`config.mk`:
```
export PLATFORM = sky130hd
export DESIGN_NAME = csv8_uart_tx_flat
export DESIGN_NICKNAME = d
export VERILOG_FILES = /design/src/rtl/csv8_uart_tx_pkg.sv /design/src/rtl/csv8_uart_tx_if.sv /design/src/rtl/csv8_fifo.sv /design/src/rtl/csv8_uart_tx.sv /design/src/flat_wrapper.sv
export SDC_FILE = /design/constraint.sdc
export NUM_CORES = 1
export LEC_CHECK = 0
export CORE_MARGIN = 5
export CORE_UTILIZATION = 59
export DETAILED_ROUTE_END_ITERATION = 7
export PLACE_DENSITY = 0.8
export SLEW_MARGIN = 40
export SYNTH_ARGS = -nofsm -noshare
export SYNTH_HDL_FRONTEND = slang
export SYNTH_SLANG_ARGS = --single-unit
export TNS_END_PERCENT = 30
```
`constraint.sdc`:
```
create_clock -name i_clk -period 2.8 [get_ports i_clk]
set_input_delay 0.42 -clock i_clk [delete_from_list [all_inputs] [get_ports i_clk]]
set_output_delay 0.42 -clock i_clk [all_outputs]
set_load 0.005 [all_outputs]
```
`src/rtl/csv8_uart_tx_pkg.sv`:
```
// Shared definitions for the CSCvon8 serial transmit path: frame constants and
// the transmitter FSM state encoding (also used by the companion receiver).
package csv8_uart_tx_pkg;

    localparam int DATA_BITS = 8;

    typedef enum logic [1:0] {
        ST_IDLE  = 2'd0,
        ST_START = 2'd1,
        ST_DATA  = 2'd2,
        ST_STOP  = 2'd3
    } tx_state_e;

endpackage

```
`src/rtl/csv8_uart_tx_if.sv`:
```
// CPU-side bus of the transmit stage: databus/IOload write strobe in,
// serial line and status flags out.
interface csv8_uart_tx_if;

    logic [7:0] databus;
    logic       IOload;
    logic       txd;
    logic       tx_full;
    logic       tx_empty;
    logic       tx_busy;
    logic       overflow;

    modport master (
        output databus, IOload,
        input  txd, tx_full, tx_empty, tx_busy, overflow
    );

    modport slave (
        input  databus, IOload,
        output txd, tx_full, tx_empty, tx_busy, overflow
    );

endinterface

```
`src/rtl/csv8_fifo.sv`:
```
// Small synchronous FIFO. The head entry is read combinationally so the
// transmitter can pop a byte straight into its shift register on one edge.
module csv8_fifo #(
    parameter int WIDTH = 8,
    parameter int AW    = 2
) (
    input  logic             clk,
    input  logic             rst,
    input  logic             push,
    input  logic             pop,
    input  logic [WIDTH-1:0] din,
    output logic [WIDTH-1:0] dout,
    output logic             full,
    output logic             empty,
    output logic [AW:0]      count
);

    localparam int DEPTH = 1 << AW;

    logic [WIDTH-1:0] mem [DEPTH];
    logic [AW-1:0]    wr_ptr_q, wr_ptr_d;
    logic [AW-1:0]    rd_ptr_q, rd_ptr_d;
    logic [AW:0]      count_q, count_d;

    // Next pointers and occupancy; push and pop together leave count unchanged.
    always_comb begin
        wr_ptr_d = wr_ptr_q;
        rd_ptr_d = rd_ptr_q;
        count_d  = count_q;
        if (push) wr_ptr_d = wr_ptr_q + 1'b1;
        if (pop)  rd_ptr_d = rd_ptr_q + 1'b1;
        case ({push, pop})
            2'b10:   count_d = count_q + 1'b1;
            2'b01:   count_d = count_q - 1'b1;
            default: count_d = count_q;
        endcase
    end

    // Pointer and count state, cleared immediately on reset.
    always_ff @(posedge clk or posedge rst) begin
        if (rst) begin
            wr_ptr_q <= '0;
            rd_ptr_q <= '0;
            count_q  <= '0;
        end else begin
            wr_ptr_q <= wr_ptr_d;
            rd_ptr_q <= rd_ptr_d;
            count_q  <= count_d;
        end
    end

    // Storage array; contents need no reset because count gates every read.
    always_ff @(posedge clk) begin
        if (push) mem[wr_ptr_q] <= din;
    end

    assign dout  = mem[rd_ptr_q];
    assign count = count_q;
    assign full  = (count_q == (AW+1)'(DEPTH));
    assign empty = (count_q == '0);

endmodule

```
`src/rtl/csv8_uart_tx.sv`:
```
// CSCvon8 serial transmitter: captures a byte on each falling edge of IOload,
// queues it and shifts it out as 8N1 on txd, LSB first.
module csv8_uart_tx
    import csv8_uart_tx_pkg::*;
#(
    parameter int CLKS_PER_BIT = 16,
    parameter int FIFO_AW      = 2
) (
    input  logic           i_clk,
    input  logic           reset,
    csv8_uart_tx_if.slave  bus
);

    localparam int                BAUD_W    = $clog2(CLKS_PER_BIT);
    localparam logic [BAUD_W-1:0] BAUD_LAST = BAUD_W'(CLKS_PER_BIT - 1);
    localparam logic [2:0]        BIT_LAST  = 3'(DATA_BITS - 1);

    logic              ioload_q, ioload_d;
    logic              overflow_q, overflow_d;
    logic              wr;
    tx_state_e         state_q;
    logic [BAUD_W-1:0] baud_q;
    logic [2:0]        bit_q;
    logic [7:0]        shift_q;
    logic              txd_q;
    logic              busy_q;
    logic              baud_end;

    logic              fifo_push;
    logic              fifo_pop;
    logic              fifo_full;
    logic              fifo_empty;
    logic [FIFO_AW:0]  fifo_count;
    logic [7:0]        fifo_dout;

    // Write detect, pop decision and overflow tracking.
    always_comb begin
        ioload_d   = bus.IOload;
        wr         = ioload_q & ~bus.IOload;
        baud_end   = (baud_q == BAUD_LAST);
        fifo_pop   = ~fifo_empty &
                     ((state_q == ST_IDLE) || ((state_q == ST_STOP) && baud_end));
        // A full FIFO still takes a byte when its head leaves on the same edge.
        fifo_push  = wr & (~fifo_full | fifo_pop);
        overflow_d = overflow_q | (wr & fifo_full & ~fifo_pop);
    end

    // Strobe history and sticky overflow flag.
    always_ff @(posedge i_clk or posedge reset) begin
        if (reset) begin
            ioload_q   <= 1'b1;
            overflow_q <= 1'b0;
        end else begin
            ioload_q   <= ioload_d;
            overflow_q <= overflow_d;
        end
    end

    csv8_fifo #(
        .WIDTH (8),
        .AW    (FIFO_AW)
    ) u_fifo (
        .clk   (i_clk),
        .rst   (reset),
        .push  (fifo_push),
        .pop   (fifo_pop),
        .din   (bus.databus),
        .dout  (fifo_dout),
        .full  (fifo_full),
        .empty (fifo_empty),
        .count (fifo_count)
    );

    // Frame sequencer; txd_q is loaded with the level of the state being entered.
    always_ff @(posedge i_clk or posedge reset) begin
        if (reset) begin
            state_q <= ST_IDLE;
            baud_q  <= '0;
            bit_q   <= '0;
            shift_q <= '0;
            txd_q   <= 1'b1;
            busy_q  <= 1'b0;
        end else begin
            case (state_q)
                ST_IDLE: begin
                    txd_q <= 1'b1;
                    if (fifo_pop) begin
                        shift_q <= fifo_dout;
                        baud_q  <= '0;
                        state_q <= ST_START;
                        txd_q   <= 1'b0;
                        busy_q  <= 1'b1;
                    end
                end
                ST_START: begin
                    if (baud_end) begin
                        baud_q  <= '0;
                        bit_q   <= '0;
                        state_q <= ST_DATA;
                        txd_q   <= shift_q[0];
                    end else begin
                        baud_q <= baud_q + 1'b1;
                    end
                end
                ST_DATA: begin
                    if (baud_end) begin
                        baud_q <= '0;
                        if (bit_q == BIT_LAST) begin
                            state_q <= ST_STOP;
                            txd_q   <= 1'b1;
                        end else begin
                            bit_q   <= bit_q + 1'b1;
                            shift_q <= shift_q >> 1;
                            txd_q   <= shift_q[1];
                        end
                    end else begin
                        baud_q <= baud_q + 1'b1;
                    end
                end
                ST_STOP: begin
                    if (baud_end) begin
                        baud_q <= '0;
                        if (fifo_pop) begin
                            // Next byte follows the stop bit with no idle gap.
                            shift_q <= fifo_dout;
                            state_q <= ST_START;
                            txd_q   <= 1'b0;
                        end else begin
                            state_q <= ST_IDLE;
                            busy_q  <= 1'b0;
                        end
                    end else begin
                        baud_q <= baud_q + 1'b1;
                    end
                end
                default: begin
                    state_q <= ST_IDLE;
                    txd_q   <= 1'b1;
                    busy_q  <= 1'b0;
                end
            endcase
        end
    end

    assign bus.txd      = txd_q;
    assign bus.tx_busy  = busy_q;
    assign bus.tx_full  = fifo_full;
    assign bus.tx_empty = (fifo_count == '0) && (state_q == ST_IDLE);
    assign bus.overflow = overflow_q;

endmodule

```
`src/flat_wrapper.sv`:
```
// flat-port wrapper written by rule: the top's interface ports become plain ports
module csv8_uart_tx_flat import csv8_uart_tx_pkg::*;
#(
    parameter int CLKS_PER_BIT = 16,
    parameter int FIFO_AW      = 2
)
  (i_clk, reset, bus_databus, bus_IOload, bus_txd, bus_tx_full, bus_tx_empty, bus_tx_busy, bus_overflow);
  csv8_uart_tx_if bus_i ();
  input  logic i_clk;
  input  logic reset;
  input wire logic [$bits(bus_i.databus)-1:0] bus_databus;
  input wire logic [$bits(bus_i.IOload)-1:0] bus_IOload;
  output wire logic [$bits(bus_i.txd)-1:0] bus_txd;
  output wire logic [$bits(bus_i.tx_full)-1:0] bus_tx_full;
  output wire logic [$bits(bus_i.tx_empty)-1:0] bus_tx_empty;
  output wire logic [$bits(bus_i.tx_busy)-1:0] bus_tx_busy;
  output wire logic [$bits(bus_i.overflow)-1:0] bus_overflow;
  assign bus_i.databus = bus_databus;
  assign bus_i.IOload = bus_IOload;
  assign bus_txd = bus_i.txd;
  assign bus_tx_full = bus_i.tx_full;
  assign bus_tx_empty = bus_i.tx_empty;
  assign bus_tx_busy = bus_i.tx_busy;
  assign bus_overflow = bus_i.overflow;
  csv8_uart_tx #(.CLKS_PER_BIT(CLKS_PER_BIT), .FIFO_AW(FIFO_AW)) u_core (.i_clk(i_clk), .reset(reset), .bus(bus_i));
endmodule
```
==> impl_metrics.env <==
export IMPL_critical_path_class="register to register"
export IMPL_worstSetupStartpointType="register"
export IMPL_grt_ovfl_total=0
export IMPL_timing_hold_ws_ps=463
export IMPL_endpoint_kind="register"
export IMPL_clk_latency_ps=340
export IMPL_r2r_setup_slack_ps=270
export IMPL_rsz0062_at_grt="false"
export IMPL_max_freq_ghz=0.396
export IMPL_cts_resized=0
export IMPL_async_flop_share=0.467
export IMPL_vdd_drop_max_mv=0.547
export IMPL_grt_usage=0.193
export IMPL_avgSynthCellArea_um2=14.2
export IMPL_max_slew_margin=0.547
export IMPL_dieWidth_um=79.6
export IMPL_grt_pass1_vias=1842
export IMPL_clk_pin_slew_ps=70
export IMPL_reg2reg_to="u_core.u_fifo.count[2]$_DFFE_PP0P_"
export IMPL_port_buffers=15
export IMPL_drive_above_1_share=0.236
export IMPL_hold_class="input port to asynchronous set/reset pin"
export IMPL_ys_seq_area_frac=0.582
export IMPL_cts_buffers=9
export IMPL_final_cell_mix="edfxtp_1, dfrtp_1, mux2_2"
export IMPL_dp_hpwl_um=3650
export IMPL_powerDensity_nw_per_um2=690
export IMPL_final_common_cell="edfxtp_1"
export IMPL_dr_pass1_iters=4
export IMPL_maxCapViolCount=0
export IMPL_ys_flop_type="edfxtp_1"
export IMPL_synth_edf_count=32
export IMPL_yosys_area_top_type_share=0.336
export IMPL_worst_ep_arrival_time_ps=2750
export IMPL_clkSinkCount=60
export IMPL_synthesis_area_um2=2860
export IMPL_p_total_mw=2.28
export IMPL_holdBufCountCts=0
export IMPL_rows=25
export IMPL_die_area_um2=6340
export IMPL_crit_path_start="u_core.state_q[0]$_DFFE_PP0P_"
export IMPL_synth_cell_types=49
export IMPL_ys_warnings_count=0
export IMPL_crit_path_max_fanout=5
export IMPL_synth_top_area_cell="edfxtp_1"
export IMPL_drv_slew=0
export IMPL_vias=1762
export IMPL_core_area_um2=4720
export IMPL_gp_congestion=0.785
export IMPL_grt_max_degree=29
export IMPL_finalSetupTns_ps=0
export IMPL_worstPathRequired_ps=3020
export IMPL_initial_core_util=0.605
export IMPL_drc=0
export IMPL_finalHoldViolCount=0
export IMPL_areaGrowthSynthToFinish_pct=15.6
export IMPL_die_h_um=79.6
export IMPL_clock_skew_ps=5.86
export IMPL_htreeDepth=3
export IMPL_finalSetupViolCount=0
export IMPL_drt_total_wl_um=5320
export IMPL_diodes=0
export IMPL_post_route_min_period_ps=2530
export IMPL_synth_cells=201
export IMPL_cts_path_max_buffers=2
export IMPL_tightest_slew_ps=679
export IMPL_finalNetCount=248
export IMPL_timing_final_crit_share=0.902
export IMPL_synth_seq_cells=60
export IMPL_synth_fp_nets=225
export IMPL_antenna_found_initial=0
export IMPL_reg2reg_depth=9
export IMPL_post_drt_wl_per_cell_um=18.0
export IMPL_timing_rr_start="u_core.state_q[0]$_DFFE_PP0P_"
export IMPL_drt_iter0_drc=135
export IMPL_drt_vias_per_instance=5.95
export IMPL_cts_setup_buffers=0
export IMPL_power_leakage_nw=1.25
export IMPL_pin_count=16
export IMPL_cts_root_buf="clkbuf_8"
export IMPL_status="finished clean"
export IMPL_ys_top_cells_by_area="edfxtp_1, dfrtp_1, mux2_2"
export IMPL_grt_pass1_wl_um=9080
export IMPL_detail_route_antenna_nets=0
export IMPL_fillerInstances=325
export IMPL_cts_tree="yes"
final cells by class:
class | instances | area [um2] | area share
clock buffers | 12 | 155 | 0.0470
flip-flops and latches | 60 | 1660 | 0.504
multi-input cells | 127 | 1120 | 0.341
clock inverters | 4 | 72.6 | 0.0220
repair buffers | 18 | 173 | 0.0523
well taps | 67 | 83.8 | 0.0254
inverters | 8 | 30.0 | 0.00909
sequential cells by signal, indices dropped and copies added, names as in the netlist:
name,flops
u_core.bit_q,3
u_core.bus.tx_busy,1
u_core.state_q,2
u_core.baud_q,4
u_core.shift_q,8
u_core.u_fifo.rd_ptr_q,2
u_core.u_fifo.count,3
u_core.u_fifo.wr_ptr_q,2
u_core.bus.overflow,1
u_core.ioload_q,1
u_core.bus.txd,1
u_core.u_fifo.mem,32
layer usage:
| metal | vias to the layer above | wire length, um | global-route usage | share of wire |
|---|---|---|---|---|
| li1 | 816 | - | - | - |
| met1 | 906 | 2180 | 0.231 | 0.41 |
| met2 | 31 | 2840 | 0.321 | 0.53 |
| met3 | 9 | 191 | 0.0497 | 0.036 |
| met4 | 0 | 108 | 0.0997 | 0.020 |
| met5 | - | 0 | 0 | 0 |
cell families (layout without fill, tap and decap cells):
logic type,after synthesis,count (layout),share of synthesized area
mux,25,25,0.130
xor+xnor,4,4,0.0123
simple gates,45,45,0.0854
buf+inv,14,42,0.0241
compound gates,40,40,0.106
flops,60,60,0.582
fa+ha+maj,13,13,0.0595
through the flow:
step,utilization,area [um2],instances,worst slack [ps]
after floorplan,-,2860,201,459
after global routing,0.699,3300,296,118
final,0.699,3300,296,274
after global placement,0.651,3080,280,359
after detailed placement,0.651,3080,280,215
after CTS,0.699,3300,296,264
power by group:
| group | total [mW] | internal (mW) | leakage, nW | switching, mW |
|---|---|---|---|---|
| combinational | 0.295 | 0.136 | 0.515 | 0.160 |
| clock | 0.890 | 0.548 | 0.113 | 0.341 |
| sequential | 1.09 | 1.03 | 0.627 | 0.0677 |
| total | 2.28 | 1.71 | 1.25 | 0.569 |
worst max-delay path by stage:
stage	endpoint	cells past startpoint	slack, ps
after floorplan	u_core.u_fifo.count[2]$_DFFE_PP0P_	8	460
after global placement	u_core.u_fifo.count[2]$_DFFE_PP0P_	8	360
after detailed placement	u_core.u_fifo.count[2]$_DFFE_PP0P_	8	210
after CTS	bus_tx_empty	5	260
after global routing	u_core.u_fifo.count[2]$_DFFE_PP0P_	9	120
final	u_core.u_fifo.count[2]$_DFFE_PP0P_	9	270
worst max-delay path, stage by stage (launching register included):
cell and delay, ps:
dfrtp_1 410, inv_1 150, ha_1 270, a41oi_2 70, nor3_1 260, inv_1 90
fa_1 430, or3_1 420, a32oi_1 220, o21ai_1 90
Yosys cell counts, types with 2 or more instances:
master and number:
dfrtp_1 26, nand3_1 3, clkbuf_1 2, ha_1 12
nand2_1 11, inv_1 8, nor2b_1 2, dfstp_2 2
nor3_2 2, edfxtp_1 32, and2_1 5, a22o_1 5
mux4_2 8, a32oi_1 2, o21ai_1 2, mux2_2 17
nor2_1 11, or3_1 2, o21ai_0 11, nand2b_1 2
a21oi_1 4, xnor2_1 3, nor3_1 2, buf_6 2
Note: power is estimated with default switching activity, not from simulation.
